[config.mk]
export PLATFORM = sky130hd
export DESIGN_NAME = melbank_rom_arbiter_flat
export DESIGN_NICKNAME = d
export VERILOG_FILES = /design/src/rtl/melbank_rom_arbiter_if.sv /design/src/rtl/melbank_rom_arbiter.sv /design/src/flat_wrapper.sv
export SDC_FILE = /design/constraint.sdc
export NUM_CORES = 1
export LEC_CHECK = 0
export BUFFER_PORTS_ARGS = -buffer_cell sky130_fd_sc_hd__buf_2
export CORE_MARGIN = 4
export CORE_UTILIZATION = 45
export DETAILED_ROUTE_END_ITERATION = 8
export PLACE_DENSITY = 0.75
export RECOVER_POWER = 100
export REMOVE_ABC_BUFFERS = 1
export SLEW_MARGIN = 20
export SYNTH_ARGS = -nofsm -noshare
export SYNTH_HDL_FRONTEND = slang
export SYNTH_SLANG_ARGS = --single-unit
[constraint.sdc]
create_clock -name clk_tb -period 1.75 [get_ports clk_tb]
set_clock_uncertainty 0.1 [all_clocks]
set_input_delay 0.4375 -clock clk_tb [delete_from_list [all_inputs] [get_ports clk_tb]]
set_output_delay 0.4375 -clock clk_tb [all_outputs]
set_load 0.03 [all_outputs]
[src/rtl/melbank_rom_arbiter_if.sv]
// melbank_rom_arbiter_if: request, return and ROM buses of the mel-filterbank ROM arbiter.
// master drives requests and ROM data; slave is the arbiter.
interface melbank_rom_arbiter_if #(
  parameter int ADDR_WIDTH = 9,
  parameter int DATA_WIDTH = 8,
  parameter int LEN_WIDTH  = 10
);
  logic                  req0_valid, req1_valid, req0_ready, req1_ready;
  logic [ADDR_WIDTH-1:0] req0_addr, req1_addr, rom_addr;
  logic [LEN_WIDTH-1:0]  req0_len, req1_len;
  logic                  rd0_valid, rd1_valid, rd0_last, rd1_last, busy;
  logic [DATA_WIDTH-1:0] rd0_data, rd1_data, rom_rddata;
  modport master (
    output req0_valid, req1_valid, req0_addr, req1_addr, req0_len, req1_len, rom_rddata,
    input  req0_ready, req1_ready, rd0_valid, rd1_valid, rd0_data, rd1_data,
           rd0_last, rd1_last, rom_addr, busy
  );
  modport slave (
    input  req0_valid, req1_valid, req0_addr, req1_addr, req0_len, req1_len, rom_rddata,
    output req0_ready, req1_ready, rd0_valid, rd1_valid, rd0_data, rd1_data,
           rd0_last, rd1_last, rom_addr, busy
  );
endinterface

[src/rtl/melbank_rom_arbiter.sv]
// melbank_rom_arbiter: two-requester burst arbiter/sequencer for the mel-filterbank coefficient ROM.
// Define MELBANK_ARB_FIXED_PRIO_EN for fixed priority to requester 0 instead of round-robin.
module melbank_rom_arbiter #(
  parameter int ADDR_WIDTH  = 9,
  parameter int DATA_WIDTH  = 8,
  parameter int LEN_WIDTH   = 10,
  parameter int ROM_LATENCY = 1
) (
  input logic                 clk_tb,
  input logic                 tb_rst,
  melbank_rom_arbiter_if.slave bus
);
  typedef enum logic [1:0] {IDLE, ISSUE, DRAIN} state_t;
  typedef struct packed {
    logic issued;
    logic owner;
    logic last;
  } meta_t;
  state_t                state_q, state_d;
  logic [ADDR_WIDTH-1:0] addr_q, addr_d, acc_addr;
  logic [LEN_WIDTH-1:0]  cnt_q, cnt_d, acc_len;
  meta_t                 meta_q, meta_d, exit_m;
  meta_t                 sr_q [ROM_LATENCY];
  logic [DATA_WIDTH-1:0] d0_q, d0_d, d1_q, d1_d;
  logic                  v0_q, v0_d, v1_q, v1_d, l0_q, l0_d, l1_q, l1_d;
  logic                  gnt1, accept;
`ifdef MELBANK_ARB_FIXED_PRIO_EN
  assign gnt1 = bus.req1_valid & ~bus.req0_valid;
`else
  logic last_q;
  assign gnt1 = bus.req1_valid & (~bus.req0_valid | ~last_q);
  always_ff @(posedge clk_tb or posedge tb_rst)
    if (tb_rst) last_q <= 1'b1;
    else if (accept) last_q <= gnt1;
`endif
  assign accept     = (state_q == IDLE) & (bus.req0_valid | bus.req1_valid) & ~tb_rst;
  assign acc_addr   = gnt1 ? bus.req1_addr : bus.req0_addr;
  assign acc_len    = gnt1 ? bus.req1_len : bus.req0_len;
  assign exit_m     = sr_q[ROM_LATENCY-1];
  assign bus.req0_ready = accept & ~gnt1;
  assign bus.req1_ready = accept & gnt1;
  assign bus.rom_addr   = addr_q;
  assign bus.busy       = state_q != IDLE;
  assign bus.rd0_valid  = v0_q;
  assign bus.rd1_valid  = v1_q;
  assign bus.rd0_last   = l0_q;
  assign bus.rd1_last   = l1_q;
  assign bus.rd0_data   = d0_q;
  assign bus.rd1_data   = d1_q;
  always_comb begin
    state_d = state_q;
    addr_d  = addr_q;
    cnt_d   = cnt_q;
    meta_d  = meta_q;
    if (accept) begin
      addr_d  = acc_addr;
      cnt_d   = acc_len;
      meta_d  = '{issued: acc_len != '0, owner: gnt1, last: acc_len == LEN_WIDTH'(1)};
      state_d = acc_len != '0 ? ISSUE : IDLE;
    end else if (state_q == ISSUE) begin
      if (cnt_q == LEN_WIDTH'(1)) begin
        state_d = DRAIN;
        cnt_d   = LEN_WIDTH'(ROM_LATENCY - 1);
        meta_d  = '0;
      end else begin
        addr_d      = addr_q + ADDR_WIDTH'(1);
        cnt_d       = cnt_q - LEN_WIDTH'(1);
        meta_d.last = cnt_q == LEN_WIDTH'(2);
      end
    end else if (state_q == DRAIN) begin
      state_d = cnt_q == '0 ? IDLE : DRAIN;
      cnt_d   = cnt_q - LEN_WIDTH'(1);
    end
  end
  // Return words are routed by the owner tag that travelled with the address.
  always_comb begin
    v0_d = exit_m.issued & ~exit_m.owner;
    v1_d = exit_m.issued & exit_m.owner;
    l0_d = v0_d & exit_m.last;
    l1_d = v1_d & exit_m.last;
    d0_d = v0_d ? bus.rom_rddata : d0_q;
    d1_d = v1_d ? bus.rom_rddata : d1_q;
  end
  always_ff @(posedge clk_tb or posedge tb_rst)
    if (tb_rst) begin
      state_q <= IDLE;
      addr_q  <= '0;
      cnt_q   <= '0;
      meta_q  <= '0;
      sr_q    <= '{default: '0};
      {v0_q, v1_q, l0_q, l1_q} <= '0;
      d0_q    <= '0;
      d1_q    <= '0;
    end else begin
      state_q <= state_d;
      addr_q  <= addr_d;
      cnt_q   <= cnt_d;
      meta_q  <= meta_d;
      sr_q[0] <= meta_q;
      for (int k = 1; k < ROM_LATENCY; k++) sr_q[k] <= sr_q[k-1];
      {v0_q, v1_q, l0_q, l1_q} <= {v0_d, v1_d, l0_d, l1_d};
      d0_q    <= d0_d;
      d1_q    <= d1_d;
    end
endmodule

[src/flat_wrapper.sv]
// flat-port wrapper written by rule: the top's interface ports become plain ports
module melbank_rom_arbiter_flat 
#(
  parameter int ADDR_WIDTH  = 9,
  parameter int DATA_WIDTH  = 8,
  parameter int LEN_WIDTH   = 10,
  parameter int ROM_LATENCY = 1
)
  (clk_tb, tb_rst, bus_req0_valid, bus_req1_valid, bus_req0_addr, bus_req1_addr, bus_req0_len, bus_req1_len, bus_rom_rddata, bus_req0_ready, bus_req1_ready, bus_rd0_valid, bus_rd1_valid, bus_rd0_data, bus_rd1_data, bus_rd0_last, bus_rd1_last, bus_rom_addr, bus_busy);
  melbank_rom_arbiter_if #(.ADDR_WIDTH(ADDR_WIDTH), .DATA_WIDTH(DATA_WIDTH), .LEN_WIDTH(LEN_WIDTH)) bus_i ();
  input logic clk_tb;
  input logic tb_rst;
  input wire logic [$bits(bus_i.req0_valid)-1:0] bus_req0_valid;
  input wire logic [$bits(bus_i.req1_valid)-1:0] bus_req1_valid;
  input wire logic [$bits(bus_i.req0_addr)-1:0] bus_req0_addr;
  input wire logic [$bits(bus_i.req1_addr)-1:0] bus_req1_addr;
  input wire logic [$bits(bus_i.req0_len)-1:0] bus_req0_len;
  input wire logic [$bits(bus_i.req1_len)-1:0] bus_req1_len;
  input wire logic [$bits(bus_i.rom_rddata)-1:0] bus_rom_rddata;
  output wire logic [$bits(bus_i.req0_ready)-1:0] bus_req0_ready;
  output wire logic [$bits(bus_i.req1_ready)-1:0] bus_req1_ready;
  output wire logic [$bits(bus_i.rd0_valid)-1:0] bus_rd0_valid;
  output wire logic [$bits(bus_i.rd1_valid)-1:0] bus_rd1_valid;
  output wire logic [$bits(bus_i.rd0_data)-1:0] bus_rd0_data;
  output wire logic [$bits(bus_i.rd1_data)-1:0] bus_rd1_data;
  output wire logic [$bits(bus_i.rd0_last)-1:0] bus_rd0_last;
  output wire logic [$bits(bus_i.rd1_last)-1:0] bus_rd1_last;
  output wire logic [$bits(bus_i.rom_addr)-1:0] bus_rom_addr;
  output wire logic [$bits(bus_i.busy)-1:0] bus_busy;
  assign bus_i.req0_valid = bus_req0_valid;
  assign bus_i.req1_valid = bus_req1_valid;
  assign bus_i.req0_addr = bus_req0_addr;
  assign bus_i.req1_addr = bus_req1_addr;
  assign bus_i.req0_len = bus_req0_len;
  assign bus_i.req1_len = bus_req1_len;
  assign bus_i.rom_rddata = bus_rom_rddata;
  assign bus_req0_ready = bus_i.req0_ready;
  assign bus_req1_ready = bus_i.req1_ready;
  assign bus_rd0_valid = bus_i.rd0_valid;
  assign bus_rd1_valid = bus_i.rd1_valid;
  assign bus_rd0_data = bus_i.rd0_data;
  assign bus_rd1_data = bus_i.rd1_data;
  assign bus_rd0_last = bus_i.rd0_last;
  assign bus_rd1_last = bus_i.rd1_last;
  assign bus_rom_addr = bus_i.rom_addr;
  assign bus_busy = bus_i.busy;
  melbank_rom_arbiter #(.ADDR_WIDTH(ADDR_WIDTH), .DATA_WIDTH(DATA_WIDTH), .LEN_WIDTH(LEN_WIDTH), .ROM_LATENCY(ROM_LATENCY)) u_core (.clk_tb(clk_tb), .tb_rst(tb_rst), .bus(bus_i));
endmodule
; Yosys cells after proc, flatten, opt, wreduce, memory -nomap -nowiden
; Cells that the tools add are included.
[word_totals]
reg_bits = 48
in_bits = 50
out_inout_bits = 32
wordCells = 70
[classes]
addsub = 2
eq_ne = 7
muxes = 19
n_bitwise = 16
n_reduce_logical = 10
[ops]
columns = operator, count
row1 = 10-bit 2-to-1 mux, 5
row2 = 9-bit 2-to-1 mux, 4
row3 = "10-bit by 1-bit == test with 1-bit output, second input constant", 2
row4 = 2-bit 2-to-1 mux, 6
row5 = "10-bit by 2-bit == test with 1-bit output, second input constant", 1
row6 = 10-bit logical NOT, 1
row7 = 10-bit nonzero test, 1
row8 = "10-bit by 1-bit subtractor with 10-bit output, second input constant", 1
row9 = "9-bit by 1-bit adder with 9-bit output, second input constant", 1
row10 = 1-bit bitwise AND, 9
row11 = 3-bit 2-to-1 mux, 2
row12 = 2-bit AND reduction, 3
row13 = 2-bit nonzero test, 3
row14 = 1-bit inverter, 5
row15 = "3-bit by 2-bit inequality test with 1-bit output, second input constant", 1
row16 = 3-bit nonzero test, 1
row17 = "2-bit by 1-bit == test with 1-bit output, second input constant", 1
row18 = "2-bit == test, second input constant", 1
row19 = 2-bit logical NOT, 1
row20 = 1-bit 2-to-1 mux, 2
row21 = "2-bit by 1-bit inequality test with 1-bit output, second input constant", 1
row22 = 1-bit OR, 2

; Logic depth before layout (Yosys ltp)
; Gate-level depths: netlist (run 1).
[logic_depth]
depth_word = 7
mapped_depth = 8
depth_no_buf = 6

; Worst setup path after synthesis (run 1)
; OpenSTA, ideal clock, no wires.
[synth_timing]
path_kind = register to register
start = reg u_core.state_q[0]
end = reg u_core.addr_q[4] (netlist: u_core.bus.rom_addr[4])
setup_ns = 0.094
arrival_ns = 1.895
t_required_ns = 1.556
path_slack_ns = -0.339
path_stages_with_launch = 7
path_buffers = 0
period_less_slack_ns = 2.089
path_cell_list = dfrtp_1 inv_1 ha_1 nand2b_1 nor2_1 a221oi_1 a211oi_1
[synth_between]
elab_chain_len = 5
word_cells_on_any_way = 8
classes_between = eq/ne: 2 / mux: 1 / bitwise: 2 / reduce/logical: 3
[synth_rtl]
columns = item, line
row1 = from (decl), melbank_rom_arbiter.sv:19  ; state_t state_q, state_d;
row2 = from (signal assigned), melbank_rom_arbiter.sv:95  ; state_q <= state_d;
row3 = 2-bit logical NOT, melbank_rom_arbiter.sv:36  ; assign accept = (state_q == IDLE) & (bus.req0_valid | bus.req1_valid) & ~tb_rst;
row4 = 1-bit bitwise AND (2 in a row), melbank_rom_arbiter.sv:36
row5 = 2-bit by 1-bit inequality test with 1-bit output (no source line) or 2-bit nonzero test (tied branches), --
row6 = 2-bit AND reduction (no source line), --
row7 = to (signal assigned), melbank_rom_arbiter.sv:96  ; addr_q <= addr_d;
row8 = to (decl), melbank_rom_arbiter.sv:20  ; logic [ADDR_WIDTH-1:0] addr_q, addr_d, acc_addr;
; Several ways; a longest one is shown, not always the timed one.
; A chain may end at the register's enable or synchronous reset.

; Final worst setup path (run 1)
[layout_timing]
start = reg u_core.cnt_q[8]
end = reg u_core.cnt_q[8]
[layout_between]
elab_chain_len = 4
word_cells_on_any_way = 6
classes_between = add/sub: 1 / eq/ne: 1 / mux: 4
[layout_rtl]
columns = item, line
row1 = from (decl), melbank_rom_arbiter.sv:21  ; logic [LEN_WIDTH-1:0] cnt_q, cnt_d, acc_len;
row2 = from (signal assigned), melbank_rom_arbiter.sv:97  ; cnt_q <= cnt_d;
row3 = 10-bit by 1-bit subtractor with 10-bit output or 10-bit by 1-bit == test with 1-bit output (tied branches), "melbank_rom_arbiter.sv:67, melbank_rom_arbiter.sv:72, melbank_rom_arbiter.sv:61"
row4 = 10-bit 2-to-1 mux (on tied branches), "melbank_rom_arbiter.sv:70, melbank_rom_arbiter.sv:61"
row5 = 10-bit 2-to-1 mux (*), melbank_rom_arbiter.sv:60  ; end else if (state_q == ISSUE) begin
row6 = 10-bit 2-to-1 mux (*), melbank_rom_arbiter.sv:55  ; if (accept) begin
; Every way passes the cells marked *; elsewhere a longest branch is shown, timed or not. The select of a mux whose other input is x is not followed.

==> summary.md, run 1 <==
| Metric | Value |
|---|---|
| CTS sink cnt | 48 |
| First-pass GRT wire length | 14400 um |
| Initial core utilization | 0.475 |
| Rows | 27 |
| Fin worst setup slack | -223 ps |
| Max IR drop VDD | roughly 0.00036 V |
| Area contributors post-synth | dfrtp_1 44%, mux2_2 4.2%, mux2_1 3.8% |
| Area Overhead vs Synth | 60.9% |
| Worst slack at placement | -148 ps |
| Final worst-path cycle share | 1.13 |
| Most common cell in the netlist | dfrtp_1 |
| Gr ovfl total | 0 |
| Final ANT Viol Nets | 0 |
| Htree depth | 2 |
| DRT Pass-1 Iters | 5 |
| Most instantiated cells after synthesis | 47 x dfrtp_1, 25 x nand2_1, 13 x inv_1 |
| Ant. Diodes | 0 |
| Async SR Flop Fraction | 1.00 |
| Design Power | about 0.0023 W |
| Syn Area/Cell | about 10 um^2 |
| Worst Hold Depth | 2 |
| Tot GR Track Use | 0.250 |
| Post-synth top area share | 0.438 |
| RSZ-0062 raised after global routing | yes |
| Largest area contributor in the netlist | dfrtp_1 |
| Critical Path Fanout Max | 5 |
| Fin. Hold Viols | 0 |
| Synthesis-stage register bit count | 48 |
| Synth cell types | just over 60 |
| PortBufs | slightly above 80 |
| Slew of the pin with the lowest slew margin | roughly 1200 ps |
| Root Driver | clkbuf_8 |
| Layout cell share with drive strength beyond 1 | 0.506 |
| Final setup TNS | -2230 ps |
| Initial antenna violation count | 0 |
| Max Cap Violations | 0 |
| TritonCTS buffer count | 5 |
| Critical hold path startpoint | bus_rom_rddata[2] |
| Status | complete, but fails checks |
| Reg2reg start | u_core.cnt_q[8] |
| Cells after Synth | between 200 and 300 |
| Number of flops mapped to enable cells by yosys | 0 |
| Max_slew headroom | 0.189 |
| DR DRC count | 0 |
| Worst-Skew Late Latency | about 320 ps |
| Core ar. | 5640 um^2 |
| Nature of the critical path startpoint | register |
| Die H | 85.2 um |
| Worst Setup Path Type | reg -> reg |
| Ys Warns | 0 |
| Drt wl/cell | 19.5 um |
| Peak Freq | 0.507 GHz |
| GPL Wtd Cong | about 0.97 |
| R2R setup slack | -220 ps |
| Min Tclk post-route | between 1500 and 2000 ps |
| Ys flop type | dfrtp_1 |
| Clock transition at path regs | roughly 90 ps |
| Cell leakage power | a little over 2 nW |
| Die area | 7260 um^2 |
| Largest net degree at the start of global routing | 49 |
| Crit path DAT | approximately 2100 ps |
| R2R cell count | 6 |
| Post-DP HPWL | 6200 um |
| Pwr Density | between 500 and 600 nW/um^2 |
| Detailed router's first-iteration violation count | roughly 360 |
| Worst Hold Path EP | u_core.bus.rd0_data[2] |
| Final nets | between 400 and 500 |
| Failing checks | negative setup slack |
| Vias | ~3000 |
| CTS tree | built |
| Clock buffer depth | 2 |
| Critical Path RT | about 1800 ps |
| Mapped Area | between 2000 and 3000 um^2 |
| Io pins | 82 |
| Sequential area share after synthesis | 0.448 |
| Final wirelength | a little under 10000 um |
| Die W | 85.2 um |
| Pins Over Slew Limit | 0 |
| Vias in the first global route | roughly 3000 |
| CP Capture Type | register |
| Endpoints failing setup | 25 |
| Reg2reg end | u_core.cnt_q[8] |
| Min-delay worst type | in -> reg |
| Drt via density | approximately 6 |
## critical path: stages (launching register included)
cell and delay, ps:
dfrtp_1 420, buf_6 140, nor4_4 410, buf_4 190, a32o_1 150, a31oi_1 100, or3_1 340
## registers in the layout, indices dropped and copies added, names as in the netlist
| register | count |
|---|---|
| u_core.bus.rd0_valid | 1 |
| u_core.bus.rd1_last | 1 |
| u_core.meta_q | 3 |
| u_core.bus.rd1_data | 8 |
| u_core.last_q | 1 |
| u_core.cnt_q | 10 |
| u_core.state_q | 2 |
| u_core.bus.rd1_valid | 1 |
| u_core.bus.rd0_last | 1 |
| u_core.exit_m | 3 |
| u_core.bus.rom_addr | 9 |
| u_core.bus.rd0_data | 8 |
## cell families after synthesis
kind of cell | count (synthesis) | share of synthesized area
flops | 48 | 0.448
mux | 22 | 0.0910
fa+ha+maj | 6 | 0.0280
buf+inv | 23 | 0.0350
xor+xnor | 1 | 0.00327
simple gates | 96 | 0.201
compound gates | 69 | 0.193
## how the worst max path moves through the flow
stage	from	to	cells past startpoint
6_report	u_core.cnt_q[8]	u_core.cnt_q[8]	6
5_1_grt	u_core.cnt_q[8]	u_core.cnt_q[8]	6
3_5_place_dp	u_core.state_q[1]	u_core.cnt_q[5]	7
2_1_floorplan	u_core.state_q[0]	u_core.bus.rom_addr[2]	6
4_1_cts	u_core.state_q[1]	bus_req0_ready	5
3_3_place_gp	bus_req0_valid	u_core.state_q[0]	6
## layout by cell type (no fill, tap or decap), types with 7 or more instances in the layout
master	count
nand4_1	8
mux2_2	9
buf_6	20
dfrtp_1	47
clkbuf_1	26
inv_1	7
nor2_1	11
nand2_1	22
nand3_1	7
buf_4	64
mux2_1	9
buf_2	49
## through the flow
stage / utilization / cell area, um^2 / hold slack, ps / cells
after floorplan: - / 2640 / 253 / 255
after global placement: 0.653 / 3680 / 264 / 478
after detailed placement: 0.653 / 3680 / 270 / 478
after CTS: 0.734 / 4140 / 208 / 496
after global routing: 0.765 / 4320 / 253 / 501
final: 0.765 / 4320 / 261 / 501
## metal layers
metal	vias to the layer above	GRT usage	part of all wire
li1	1344	-	-
met1	1449	0.330	0.41
met2	185	0.403	0.46
met3	36	0.0476	0.095
met4	0	0.104	0.031
met5	-	0	0
## layout make-up
class                           count  area [um^2]
Clock buffer                        5         68.8
Multi-Input combinational cell    194         1740
Clock inverter                      3         68.8
Tap cell                           72         90.1
Sequential cell                    48         1200
Fill cell                         364         1330
Timing Repair Buffer              166         1100
Inverter                           13         51.3
## timing repair
item / 4_1_cts / 5_1_grt
gates resized for setup: 57 / 35
gates cloned: 0 / 0
buffers inserted: 11 / 6
pin swaps: 28 / 24
hold buffers: 0 / 0
endpoints found under the setup margin: 26 / 27
## power breakdown
part	switching, W	total (W)	leakage [nW]	internal (W)
Combinational	0.000110	0.000188	1.34	0.0000772
Clock	0.000429	0.00100	0.0687	0.000576
Sequential	0.00000438	0.00112	0.609	0.00112
(Power assumes the default switching activity.)
==> inputs of run 2 (changes only) <==
--- a/config.mk
+++ b/config.mk
@@ -9,7 +9,7 @@
 export CORE_MARGIN = 4
 export CORE_UTILIZATION = 45
 export DETAILED_ROUTE_END_ITERATION = 8
-export PLACE_DENSITY = 0.75
+export PLACE_DENSITY = 0.74
 export RECOVER_POWER = 100
 export REMOVE_ABC_BUFFERS = 1
 export SLEW_MARGIN = 20
==> run 2 against run 1 <==
  * The run still ends with negative setup slack left
  * First-iteration DRC count decreased by 31%
  * Largest cell class unchanged
  * Largest power group unchanged
  * Via count is 1.2% lower
  * Sequential share of layout area grew 1.5 points
  * Die area unchanged
  * Critical endpoint unchanged
  * Flip-flop and latch count stayed put
  * Sequential power barely moved
  * Highest routed layer unchanged
==> summary.md, run 2 (synthesized netlist as in run 1, its figures left out) <==
| Metric | Value |
|---|---|
| Area Overhead vs Synth | 52.5% |
| Die W | 85.2 um |
| Detailed router's first-iteration violation count | roughly 250 |
| Final setup TNS | -1600 ps |
| Max Cap Violations | 0 |
| RSZ-0062 raised after global routing | yes |
| Rows | 27 |
| TritonCTS buffer count | 5 |
| Nature of the critical path startpoint | register |
| Fin. Hold Viols | 0 |
| Final wirelength | slightly above 9000 um |
| Cell leakage power | about 1.9 nW |
| Peak Freq | just over 0.5 GHz |
| Worst Setup Path Type | reg -> reg |
| Failing checks | negative setup slack |
| GPL Wtd Cong | 1.03 |
| Tot GR Track Use | 0.244 |
| Worst-Skew Late Latency | between 300 and 400 ps |
| Vias in the first global route | 2889 |
| Drt wl/cell | 19.3 um |
| Status | complete, but fails checks |
| Layout cell share with drive strength beyond 1 | 0.457 |
| Core ar. | ~5600 um^2 |
| Critical Path Fanout Max | 4 |
| Max_slew headroom | 0.635 |
| Crit path DAT | between 2000 and 2500 ps |
| Root Driver | clkbuf_8 |
| Post-DP HPWL | about 6000 um |
| Final worst-path cycle share | 1.11 |
| Vias | 2977 |
| CP Capture Type | register |
| Post-CTS Hold Buffers | 0 |
| Clock transition at path regs | 100 ps |
| Largest register FFs | 10 |
| Reg with most FFs | u_core.cnt_q |
| Die area | 7260 um^2 |
| DRT Pass-1 Iters | 5 |
| Hold Slack | between 150 and 200 ps |
| Drt via density | approximately 6.2 |
| Fin worst setup slack | -196 ps |
| Max IR drop VDD | 0.000357 V |
| CTS sink cnt | 48 |
| PortBufs | 81 |
| Slew of the pin with the lowest slew margin | ~550 ps |
| First-pass GRT wire length | roughly 14000 um |
| # fillers | slightly above 400 |
| DR DRC count | 0 |
| Clock buffer depth | 2 |
| Final nets | 465 |
| Io pins | 82 |
| Die H | approximately 85 um |
| Htree depth | 2 |
| CTS tree | built |
| Min Tclk post-route | 1950 ps |
| Endpoints failing setup | 25 |
| Largest net degree at the start of global routing | 38 |
| Initial antenna violation count | 0 |
| Pins Over Slew Limit | 0 |
| Ant. Diodes | 0 |
| Pwr Density | approximately 550 nW/um^2 |
| Gr ovfl total | 0 |
| Final ANT Viol Nets | 0 |
| Commonest cells after routing, fill and taps aside | 49 x buf_2, 49 x buf_4, 47 x dfrtp_1, 27 x clkbuf_1, 23 x nand2_1 |
| Min-delay worst type | in -> async |
| R2R cell count | 5 |
| Initial core utilization | 0.475 |
| Critical Path RT | around 1900 ps |
## run 2: per-stage QoR
stage	instance area, um^2	util	setup WS (ps)	power [W]	std cells
detailed placement	3560	0.632	-103	0.00133	462
finish	4090	0.725	-196	0.00225	481
global placement	3560	0.632	-67.9	0.00133	462
CTS	3960	0.702	-126	0.00226	479
floorplan	2640	-	-460	0.00122	255
global route	4090	0.725	-245	0.00233	481
## run 2: worst paths after layout
check	slack, ps	startpoint	end
worst max-delay path	-200	u_core.cnt_q[8]	u_core.cnt_q[8]
worst min-delay path	200	tb_rst	u_core.bus.rom_addr[1]
worst max register to register	-200	u_core.cnt_q[8]	u_core.cnt_q[8]
worst min register to register	280	u_core.meta_q[2]	u_core.exit_m[2]
max in group asynchronous	370	tb_rst	u_core.exit_m[0]
min in group clk_tb	270	bus_rom_rddata[5]	u_core.bus.rd0_data[5]
## run 2: timing repair
item,CTS,global route
endpoints found under the setup margin,28,27
gates resized for setup,43,37
setup buffers,10,3
pin swaps,26,10
## run 2: metal layers
metal,track usage,vias up,share of wire
li1,-,1309,-
met1,0.318,1440,0.40
met2,0.399,195,0.47
met3,0.0476,33,0.089
met4,0.0993,0,0.035
met5,0,-,0
## run 2: final cells by class
type | count | area (um^2) | area share
clock buffer | 5 | 68.8 | 0.0168
clock inverter | 2 | 60.1 | 0.0147
inverter | 13 | 48.8 | 0.0119
multi-input combinational | 194 | 1670 | 0.409
sequential | 48 | 1200 | 0.294
tap | 72 | 90.1 | 0.0220
timing repair buffer | 147 | 948 | 0.232
## run 2: critical path, stage by stage (launching register included)
cell     delay, ps
dfrtp_1        420
buf_4          150
or4_4          490
buf_4          180
nor4_1         350
or3_1          190
## run 2: where the power goes
group	switching [W]	internal, W
logic	0.000112	0.0000773
registers	0.00000445	0.00112
clock network	0.000378	0.000562
